--- config.mk ---
export PLATFORM = sky130hd
export DESIGN_NAME = fetch_stage
export DESIGN_NICKNAME = d
export VERILOG_FILES = /design/src/rtl/fetch_stage_pkg.sv /design/src/rtl/fetch_stage_ifid_reg.sv /design/src/rtl/fetch_stage.sv
export SDC_FILE = /design/constraint.sdc
export NUM_CORES = 1
export LEC_CHECK = 0
export BUFFER_PORTS_ARGS = -buffer_cell sky130_fd_sc_hd__buf_2
export CAP_MARGIN = 15
export CORE_ASPECT_RATIO = 0.8
export CORE_MARGIN = 3
export CORE_UTILIZATION = 30
export CTS_CLUSTER_SIZE = 30
export DETAILED_ROUTE_END_ITERATION = 8
export SKIP_LAST_GASP = 1
export SLEW_MARGIN = 5
export SYNTH_ARGS = -nofsm -noshare
export SYNTH_HDL_FRONTEND = slang
export SYNTH_HIERARCHICAL = 1
export SYNTH_SLANG_ARGS = --single-unit
--- constraint.sdc ---
create_clock -name clk -period 5.7 [get_ports clk]
set_clock_uncertainty 0.2 [all_clocks]
set_input_delay 0.57 -clock clk [delete_from_list [all_inputs] [get_ports clk]]
set_output_delay 0.57 -clock clk [all_outputs]
set_load 0.005 [all_outputs]
--- src/rtl/fetch_stage_pkg.sv ---
// ---------------------------------------------------------------------------
// fetch_stage_pkg
// Shared constants and types for the instruction-fetch stage and the
// pipeline registers built from the same template.
//   INSTR_W / ADDR_W  : instruction and byte-address widths (32)
//   NOP_INSTR         : encoding placed in a flushed / empty pipeline slot
//   DEFAULT_RESET_PC  : default PC loaded on reset
//   ifid_t            : contents of the IF/ID pipeline register
//   pc_sel_e          : next-PC selection (run / hold / redirect)
// ---------------------------------------------------------------------------
package fetch_stage_pkg;

    localparam int INSTR_W = 32;
    localparam int ADDR_W  = 32;

    localparam logic [INSTR_W-1:0] NOP_INSTR        = 32'h0000_0000;
    localparam logic [ADDR_W-1:0]  DEFAULT_RESET_PC = 32'h0000_0000;
    localparam logic [ADDR_W-1:0]  PC_STEP          = 32'd4;

    typedef struct packed {
        logic               valid;
        logic [INSTR_W-1:0] instr;
        logic [ADDR_W-1:0]  pc;
        logic [ADDR_W-1:0]  pc4;
    } ifid_t;

    // Empty slot: what reset and flush both leave behind.
    localparam ifid_t IFID_EMPTY = '{
        valid: 1'b0,
        instr: NOP_INSTR,
        pc:    '0,
        pc4:   '0
    };

    typedef enum logic [1:0] {
        PC_RUN      = 2'd0,
        PC_HOLD     = 2'd1,
        PC_REDIRECT = 2'd2
    } pc_sel_e;

    // Instructions are word aligned; low two address bits are dropped.
    function automatic logic [ADDR_W-1:0] word_align(input logic [ADDR_W-1:0] addr);
        return addr & 32'hFFFF_FFFC;
    endfunction

endpackage

--- src/rtl/fetch_stage_ifid_reg.sv ---
// ---------------------------------------------------------------------------
// fetch_stage_ifid_reg
// IF/ID pipeline register with hold and clear controls. Also serves as the
// template for the later pipeline registers.
// Ports:
//   clk      in   rising-edge clock
//   rst      in   asynchronous active-high reset (register empties)
//   i_hold   in   keep current contents (stall)
//   i_clear  in   empty the register (flush); wins over i_hold
//   i_d      in   next contents when neither hold nor clear
//   o_q      out  current contents
// ---------------------------------------------------------------------------
module fetch_stage_ifid_reg
    import fetch_stage_pkg::*;
(
    input  logic  clk,
    input  logic  rst,
    input  logic  i_hold,
    input  logic  i_clear,
    input  ifid_t i_d,
    output ifid_t o_q
);

    ifid_t r_q;

    always_ff @(posedge clk or posedge rst) begin
        if (rst) begin
            r_q <= IFID_EMPTY;
        end else if (i_clear) begin
            r_q <= IFID_EMPTY;
        end else if (!i_hold) begin
            r_q <= i_d;
        end
    end

    assign o_q = r_q;

endmodule

--- src/rtl/fetch_stage.sv ---
// ---------------------------------------------------------------------------
// fetch_stage
// Instruction-fetch stage: owns the PC, drives the instruction-memory read
// address and captures the returned word into the IF/ID register.
// Parameters:
//   RESET_PC        PC loaded on reset (word aligned)
// Ports:
//   clk             in   system clock
//   rst             in   asynchronous active-high reset
//   stall           in   hold PC, IF/ID and fetch counter
//   redirect_valid  in   taken branch/jump: load redirect_pc, flush IF/ID
//   redirect_pc     in   redirect target (low two bits ignored)
//   imem_addr       out  instruction-memory byte address (= pc)
//   imem_rdata      in   instruction word at imem_addr (same-cycle read)
//   pc              out  current fetch PC
//   ifid_valid      out  IF/ID holds a real instruction
//   ifid_instr      out  latched instruction (NOP when not valid)
//   ifid_pc         out  PC of the latched instruction
//   ifid_pc4        out  ifid_pc + 4
//   fetch_count     out  instructions latched valid since reset (wraps)
// ---------------------------------------------------------------------------
module fetch_stage
    import fetch_stage_pkg::*;
#(
    parameter logic [ADDR_W-1:0] RESET_PC = DEFAULT_RESET_PC
) (
    input  logic               clk,
    input  logic               rst,
    input  logic               stall,
    input  logic               redirect_valid,
    input  logic [ADDR_W-1:0]  redirect_pc,
    output logic [ADDR_W-1:0]  imem_addr,
    input  logic [INSTR_W-1:0] imem_rdata,
    output logic [ADDR_W-1:0]  pc,
    output logic               ifid_valid,
    output logic [INSTR_W-1:0] ifid_instr,
    output logic [ADDR_W-1:0]  ifid_pc,
    output logic [ADDR_W-1:0]  ifid_pc4,
    output logic [31:0]        fetch_count
);

    logic [ADDR_W-1:0] r_pc;
    logic [31:0]       r_fetch_count;

    pc_sel_e           w_pc_sel;
    logic [ADDR_W-1:0] w_pc_plus4;
    logic [ADDR_W-1:0] w_redirect_target;
    ifid_t             w_ifid_d;
    ifid_t             w_ifid_q;

    // Redirect outranks stall: a taken branch must not be lost because the
    // hazard unit happens to be holding the front end in the same cycle.
    always_comb begin
        w_pc_sel = PC_RUN;
        if (redirect_valid) begin
            w_pc_sel = PC_REDIRECT;
        end else if (stall) begin
            w_pc_sel = PC_HOLD;
        end
    end

    assign w_pc_plus4        = r_pc + PC_STEP;
    assign w_redirect_target = word_align(redirect_pc);

    always_ff @(posedge clk or posedge rst) begin
        if (rst) begin
            r_pc <= RESET_PC;
        end else begin
            case (w_pc_sel)
                PC_REDIRECT: r_pc <= w_redirect_target;
                PC_HOLD:     r_pc <= r_pc;
                default:     r_pc <= w_pc_plus4;
            endcase
        end
    end

    // Only a real fetch (neither flushed nor held) counts.
    always_ff @(posedge clk or posedge rst) begin
        if (rst) begin
            r_fetch_count <= '0;
        end else if (w_pc_sel == PC_RUN) begin
            r_fetch_count <= r_fetch_count + 32'd1;
        end
    end

    assign w_ifid_d = '{
        valid: 1'b1,
        instr: imem_rdata,
        pc:    r_pc,
        pc4:   w_pc_plus4
    };

    fetch_stage_ifid_reg u_ifid_reg (
        .clk     (clk),
        .rst     (rst),
        .i_hold  (w_pc_sel == PC_HOLD),
        .i_clear (w_pc_sel == PC_REDIRECT),
        .i_d     (w_ifid_d),
        .o_q     (w_ifid_q)
    );

    assign pc          = r_pc;
    assign imem_addr   = r_pc;
    assign ifid_valid  = w_ifid_q.valid;
    assign ifid_instr  = w_ifid_q.instr;
    assign ifid_pc     = w_ifid_q.pc;
    assign ifid_pc4    = w_ifid_q.pc4;
    assign fetch_count = r_fetch_count;

endmodule

==> qor.csv, run 1 <==
stage;metric;value;unit
yosys;asr flop ratio synth;1.000;
yosys;Post-synth EDFFs;0;
cts;H-tree levels;4;
yosys;post-synthesis compound-gate area fraction;0.01787;
route;Wirelength per Cell;16.16;um
timing;Slew HR;0.4229;
yosys;Post-Synth Adder-Cell Area;0.003191;
yosys;top cell type's share of synthesized area;0.5074;
power_and_ir_drop;Leakage;4.800;nW
layout;final instance area;0.009668;sq mm
cts;postcts setup bufs;0;
route;Detailed Routing Iterations Pass 1;4;
cts;post-CTS sizing;0;
timing;final hold vios;0;
timing;slew at the pin closest to its max-slew limit;0.8657;ns
power_and_ir_drop;Sequential Power Share;0.459;
placement;placed insts;1272;
yosys;Cell Area, Synth;0.007841;sq mm
floorplanning;die height;150.6;um
floorplanning;Die X;186.8;um
timing;RSZ-0062 raised after global routing;false;
yosys;Post-Synth XOR/XNOR Area;0.09829;
yosys;Syn Inst Count;733;
yosys;number of distinct library cells after synthesis;39;
critical_path;Max FO, Critical Path;9;
layout;final non-filler cell total;1304;
critical_path;Worst Setup Start Kind;register;
worst_hold_path;class of the worst hold path;in2async;
cts;Bufs on Longest Clock Path;2;
yosys;Synth area leader;dfrtp_1;
timing;fin crit period;2.720;ns
placement;routability cong.;0.7579;
power_and_ir_drop;Sw Share;0.2687;
floorplanning;num ports;261;
route;vias;5841;
floorplanning;FP Rows;52;
floorplanning;Die Area;0.02813;sq mm
power_and_ir_drop;PnR Total Power;2.897;mW
layout;Layout Nets;1010;
yosys;Synth Register Bits;159;
run_status;status;finished, final reports clean;
global_routing;number of global-route vias before repair;5817;
timing;Slew Limit Fails;0;
power_and_ir_drop;maximum vdd ir drop;167.8;uV
global_routing;initial antenna violation count;0;
global_routing;first-pass GRT wire length;33360;um
global_routing;Total Routing Usage GR;0.1509;
global_routing;largest net degree at the start of global routing;82;
power_and_ir_drop;Combinational Power Share;0.135;
cts;total CTS buffers;17;
layout;ANT cells;0;
placement;post-detail-place hpwl;14360;um
power_and_ir_drop;Clock power frac;0.406;
critical_path;Worst Path Required;5.84;ns
cts;root buf cell;clkbuf_16;
timing;final period utilization;0.4772;
critical_path;Worst EP arrival;2.86;ns
layout;layout cells sized above 1;0.3200;
placement;I/O Buffers;254;
yosys;largest family of logic cells by synthesized area;simple AND/OR/NAND/NOR gates;
yosys;most common cell in the synthesized netlist;dfrtp_1;
cts;CTS sink cnt;159;
cts;Worst-path clk slew;0.06;ns
route;DRC;0;
route;initial DRC count;229;
timing;Hold Slack;0.01282;ns
route;Routed Antenna Nets;0;
cts;CTS tree;done;
yosys;Post-Syn Area per Cell;10.70;sq um
yosys;Synth area leaders;dfrtp_1, mux2i_1, xnor2_1, nor2_1, buf_4;
floorplanning;Initial Util;0.3074;
placement;Cell Area, Placed;0.009067;sq mm
route;vias per cell;4.479;
critical_path;WS Path Type;reg2reg;
critical_path;crit end category;register;
yosys;Post-Synth Simple-Gate Area;0.1659;
route;Post-Route WL;21070;um
timing;final setup vio count;0;
cts;Hold Buf Count CTS;0;
yosys;part of the Yosys area used for sequential elements;0.5074;
yosys;Synth Flop Type;dfrtp_1;
layout;Area Growth Syn to Fin;23.30;%
yosys;synth warn;6;
power_and_ir_drop;P_int;2.119;mW
timing;Achievable Freq;0.3676;GHz
global_routing;GRT Residual Overflow;0;
critical_path;Worst R2R Setup Slack;2.98;ns
power_and_ir_drop;Net Sw Power;778.5;uW
timing;Fin Setup TNS;0;ns
yosys;mux contribution to synthesized area;0.1294;
yosys;synth cell count leaders;dfrtp_1, nor2_1, mux2i_1;
floorplanning;core area;0.02550;sq mm
flow_run;MaxCap Viol Count;0;
power_and_ir_drop;PD cells;299.7;mW/mm^2
cts;Worst-Skew Late Latency;0.42;ns
## flip-flops by register name, summed over array words and instances, names as in the netlist
name            flops
u_ifid_reg/o_q     97
fetch_count        32
imem_addr          30
## cell usage in the layout, fill, tap and decap left out, types with 5 or more instances in the layout
cell	Yosys	routed
and4_1	9	9
nand4_1	16	16
xor2_1	28	28
conb_1	2	9
o21ai_0	25	25
nand3_1	22	22
inv_1	8	6
nand2_1	53	53
mux2i_1	98	98
clkbuf_16	0	17
and3_1	5	5
buf_4	43	5
xnor2_1	60	60
buf_2	2	253
nor4_1	7	7
nor3_1	16	16
nor2_1	120	120
dfrtp_1	159	159
## through the flow
stage          setup WS [ns]    util
2_1_floorplan          2.396       -
3_3_place_gp           2.648  0.3555
3_5_place_dp           2.624  0.3555
4_1_cts                2.936  0.3791
5_1_grt                2.758  0.3791
6_report               2.980  0.3791
## per-layer routing
metal	share of wire	track usage
met4	0.0069	0.03627
met2	0.45	0.2316
met5	0	0
met3	0.070	0.04865
met1	0.47	0.2078
## kinds of logic (layout without fill, tap and decap cells)
| logic type | count (synthesis) | in the layout |
|---|---|---|
| mux | 101 | 101 |
| compound gates | 28 | 28 |
| fa+ha+maj | 2 | 2 |
| simple gates | 267 | 267 |
| xor+xnor | 88 | 88 |
| other cells | 2 | 9 |
| flops | 159 | 159 |
| buf+inv | 86 | 299 |
## worst max-delay path, cell delays in order (launching register included)
cell	delay [ns]
dfrtp_1	0.59
ha_1	0.34
and4_1	0.35
and3_1	0.38
nand3_1	0.21
nor2b_1	0.19
xor2_1	0.16
mux2i_1	0.08
nor2_1	0.13
## power by group through the flow
stage	clock network [mW]	logic (mW)	registers (mW)
2_1_floorplan	0	0.257	1.32
3_3_place_gp	0	0.397	1.35
3_5_place_dp	0	0.399	1.35
4_1_cts	1.23	0.401	1.33
5_1_grt	1.28	0.443	1.35
6_report	1.18	0.391	1.33
## path summary, 6_finish.rpt
check,from,to,depth (start not counted)
min in group clk,redirect_pc[26],imem_addr[26]$_DFFE_PP0N_,3
max reg2reg,imem_addr[2]$_DFFE_PP0N_,u_ifid_reg/o_q[28]$_DFFE_PP0P_,8
min reg2reg,fetch_count[29]$_DFFE_PP0N_,fetch_count[29]$_DFFE_PP0N_,1
max in group asynchronous,rst,u_ifid_reg/o_q[49]$_DFFE_PP0P_,3
max,imem_addr[2]$_DFFE_PP0N_,u_ifid_reg/o_q[28]$_DFFE_PP0P_,8
min,rst,u_ifid_reg/o_q[55]$_DFFE_PP0P_,2
## final cells by class
type | count | area, sq um
sequential | 159 | 3979
inverter | 8 | 32.53
multi-input combinational | 495 | 3293
clock inverter | 10 | 136.4
tap | 351 | 439.2
timing repair buffer | 259 | 1324
clock buffer | 22 | 464.2
fill | 2609 | 15840
(Power assumes the default switching activity.)
==> inputs of run 2 (changes only) <==
--- a/config.mk
+++ b/config.mk
@@ -5,6 +5,7 @@
 export SDC_FILE = /design/constraint.sdc
 export NUM_CORES = 1
 export LEC_CHECK = 0
+export ABC_AREA = 1
 export BUFFER_PORTS_ARGS = -buffer_cell sky130_fd_sc_hd__buf_2
 export CAP_MARGIN = 15
 export CORE_ASPECT_RATIO = 0.8
==> constraint.sdc (replaced) <==
create_clock -name clk -period 2.3 [get_ports clk]
set_clock_uncertainty 0.2 [all_clocks]
set_input_delay 0.23 -clock clk [delete_from_list [all_inputs] [get_ports clk]]
set_output_delay 0.23 -clock clk [all_outputs]
set_load 0.005 [all_outputs]
==> run 2 against run 1 <==
Sequential power is 150% higher; routed wire length is 26% higher; count of clock-buffer cells in the layout down 3; worst setup slack worse by 2.8 ns; critical path type unchanged; critical endpoint is now u_ifid_reg/o_q[20]$_DFFE_PP0P_; highest routed layer is now met5.
==> qor.csv, run 2 <==
stage;metric;value;unit;change
route;Routed Antenna Nets;0;;unchanged
floorplanning;Die Area;0.02932;sq mm;was 0.02813 sq mm
cts;Worst-Skew Late Latency;0.44;ns;was 0.42 ns
floorplanning;FP Rows;53;;was 52
cts;total CTS buffers;17;;unchanged
timing;Slew Limit Fails;0;;unchanged
yosys;Synth area leader;dfrtp_1;;unchanged
route;initial DRC count;447;;was 229
yosys;synth warn;6;;unchanged
cts;Worst-path clk slew;0.07;ns;was 0.06 ns
global_routing;largest net degree at the start of global routing;98;;was 82
global_routing;first-pass GRT wire length;41880;um;was 33360 um
yosys;Post-Syn Area per Cell;7.580;sq um;was 10.70 sq um
yosys;Syn Inst Count;1080;;was 733
critical_path;Worst Path Required;2.43;ns;was 5.84 ns
yosys;asr flop ratio synth;1.000;;unchanged
timing;final hold vios;0;;unchanged
critical_path;WS Path Type;reg2reg;;unchanged
layout;Layout Nets;1433;;was 1010
global_routing;number of global-route vias before repair;7578;;was 5817
timing;RSZ-0062 raised after global routing;false;;unchanged
layout;final instance area;0.01087;sq mm;was 0.009668 sq mm
yosys;Synth Flop Type;dfrtp_1;;unchanged
cts;root buf cell;clkbuf_16;;unchanged
cts;CTS sink cnt;159;;unchanged
worst_hold_path;class of the worst hold path;in2reg;;was in2async
layout;Area Growth Syn to Fin;32.78;%;was 23.30%
yosys;Synth Register Bits;159;;unchanged
layout;layout cells sized above 1;0.2369;;was 0.3200
timing;final setup vio count;0;;unchanged
route;vias per cell;4.548;;was 4.479
yosys;Post-synth EDFFs;0;;unchanged
run_status;status;finished, final reports clean;;unchanged
yosys;Synth area leaders;dfrtp_1, nand2_1, nand3_1, buf_4, inv_1;;was dfrtp_1, mux2i_1, xnor2_1, nor2_1, buf_4
layout;max FFs per register;97;;unchanged
route;DRC;0;;unchanged
layout;commonest non-fill, non-tap cells in the layout;nand2_1, buf_2, dfrtp_1, nand3_1, inv_1;;was buf_2, dfrtp_1, nor2_1, mux2i_1, xnor2_1
yosys;most common cell in the synthesized netlist;nand2_1;;was dfrtp_1
route;Wirelength per Cell;15.34;um;was 16.16 um
power_and_ir_drop;Leakage;5.967;nW;was 4.800 nW
route;Detailed Routing Iterations Pass 1;5;;was 4
floorplanning;num ports;261;;unchanged
critical_path;Max FO, Critical Path;7;;was 9
floorplanning;die height;153.8;um;was 150.6 um
critical_path;Worst EP arrival;2.22;ns;was 2.86 ns
timing;final period utilization;0.9081;;was 0.4772
layout;ANT cells;0;;unchanged
yosys;top cell type's share of synthesized area;0.4860;;was 0.5074
global_routing;Total Routing Usage GR;0.1807;;was 0.1509
critical_path;Worst Setup Start Kind;register;;unchanged
power_and_ir_drop;maximum vdd ir drop;505.8;uV;was 167.8 uV
floorplanning;Initial Util;0.3079;;was 0.3074
placement;post-detail-place hpwl;18670;um;was 14360 um
timing;slew at the pin closest to its max-slew limit;0.6266;ns;was 0.8657 ns
timing;Fin Setup TNS;0;ns;unchanged
global_routing;initial antenna violation count;1;;was 0
floorplanning;Die X;190.7;um;was 186.8 um
critical_path;crit end category;register;;unchanged
placement;Cell Area, Placed;0.009663;sq mm;was 0.009067 sq mm
yosys;synth cell count leaders;nand2_1, dfrtp_1, nand3_1;;was dfrtp_1, nor2_1, mux2i_1
cts;Bufs on Longest Clock Path;2;;unchanged
yosys;Cell Area, Synth;0.008187;sq mm;was 0.007841 sq mm
placement;routability cong.;0.8987;;was 0.7579
placement;I/O Buffers;254;;unchanged
critical_path;Worst R2R Setup Slack;0.21;ns;was 2.98 ns
yosys;number of distinct library cells after synthesis;30;;was 39
timing;fin crit period;2.089;ns;was 2.720 ns
route;vias;7881;;was 5841
power_and_ir_drop;PnR Total Power;7.227;mW;was 2.897 mW
route;Post-Route WL;26580;um;was 21070 um
cts;H-tree levels;4;;unchanged
global_routing;GRT Residual Overflow;0;;unchanged
flow_run;MaxCap Viol Count;0;;unchanged
cts;CTS tree;done;;unchanged
layout;commonest non-fill, non-tap cell in the layout;nand2_1;;was buf_2
floorplanning;core area;0.02659;sq mm;was 0.02550 sq mm
timing;Achievable Freq;0.4788;GHz;was 0.3676 GHz
power_and_ir_drop;PD cells;664.8;mW/mm^2;was 299.7 mW/mm^2
timing;Slew HR;0.5814;;was 0.4229
cts;post-CTS sizing;0;;unchanged
yosys;part of the Yosys area used for sequential elements;0.4860;;was 0.5074
==> run 2: logic make-up (layout without fill, tap and decap cells) <==
| logic type | Yosys count | after routing | synth area share |
|---|---|---|---|
| AND/OR/NAND/NOR | 698 | 698 | 0.3578 |
| buffers and inverters | 161 | 450 | 0.09675 |
| flip-flops | 159 | 159 | 0.4860 |
| XOR/XNOR | 30 | 30 | 0.03485 |
| adder cells (fa/ha/maj) | 2 | 2 | 0.003056 |
| other | 2 | 9 | 0.0009174 |
| AO/OA/AOI/OAI | 28 | 28 | 0.02063 |
==> run 2: timing repair <==
action	4_1_cts	5_1_grt
hold buffers	64	0
setup buffers	0	0
hold endpoints to repair	151	0
==> run 2: final cells by class <==
type	count	area (sq um)
inverters	85	324.1
flip-flops and latches	159	3979
multi-input cells	767	3442
clock inverters	13	123.9
fillers	2736	15720
repair buffers	333	2112
clock buffers	19	442.9
well taps	357	446.7
==> run 2: metrics by stage <==
| stage | util | setup WS, ns | hold slack (ns) | cells |
|---|---|---|---|---|
| 2_1_floorplan | - | 0.3286 | 0.1396 | 1087 |
| 3_3_place_gp | 0.3634 | 0.2685 | 0.1836 | 1637 |
| 3_5_place_dp | 0.3634 | 0.2314 | 0.1910 | 1637 |
| 4_1_cts | 0.4088 | 0.2154 | 0.09112 | 1733 |
| 5_1_grt | 0.4088 | 0.08036 | 0.1286 | 1733 |
| 6_report | 0.4088 | 0.2113 | 0.1026 | 1733 |
==> run 2: power breakdown <==
group	switching (mW)	leakage, nW	internal, mW
sequential	0.262	2.08	3.02
combinational	0.655	3.61	0.506
clock	1.25	0.277	1.54
==> run 2: worst paths after layout <==
kind / from / to / depth (start not counted)
setup / recovery: imem_addr[3]$_DFFE_PP0N_ / u_ifid_reg/o_q[20]$_DFFE_PP0P_ / 8
setup reg to reg: imem_addr[3]$_DFFE_PP0N_ / u_ifid_reg/o_q[20]$_DFFE_PP0P_ / 8
hold reg to reg: u_ifid_reg/o_q[43]$_DFFE_PP0P_ / u_ifid_reg/o_q[43]$_DFFE_PP0P_ / 2
hold / removal: redirect_valid / imem_addr[29]$_DFFE_PP0N_ / 5
min in group asynchronous: rst / u_ifid_reg/o_q[6]$_DFFE_PP0P_ / 3
max in group asynchronous: rst / u_ifid_reg/o_q[19]$_DFFE_PP0P_ / 4
==> run 2: layer usage <==
layer,global-route usage,routed length [um],up-vias
met3,0.04240,1803,28
met2,0.2940,12300,271
li1,-,-,3892
met5,0,11,-
met4,0.05134,451,2
met1,0.2416,12020,3688
==> run 2: critical path, stage by stage, from the launching register on <==
cell and delay (ns):
dfrtp_1 0.48, ha_1 0.26, nand2_1 0.09, nor2_2 0.22, nand3_1 0.28, o21ai_0 0.23
nand2_1 0.09, nand2_1 0.07, nand2_1 0.05
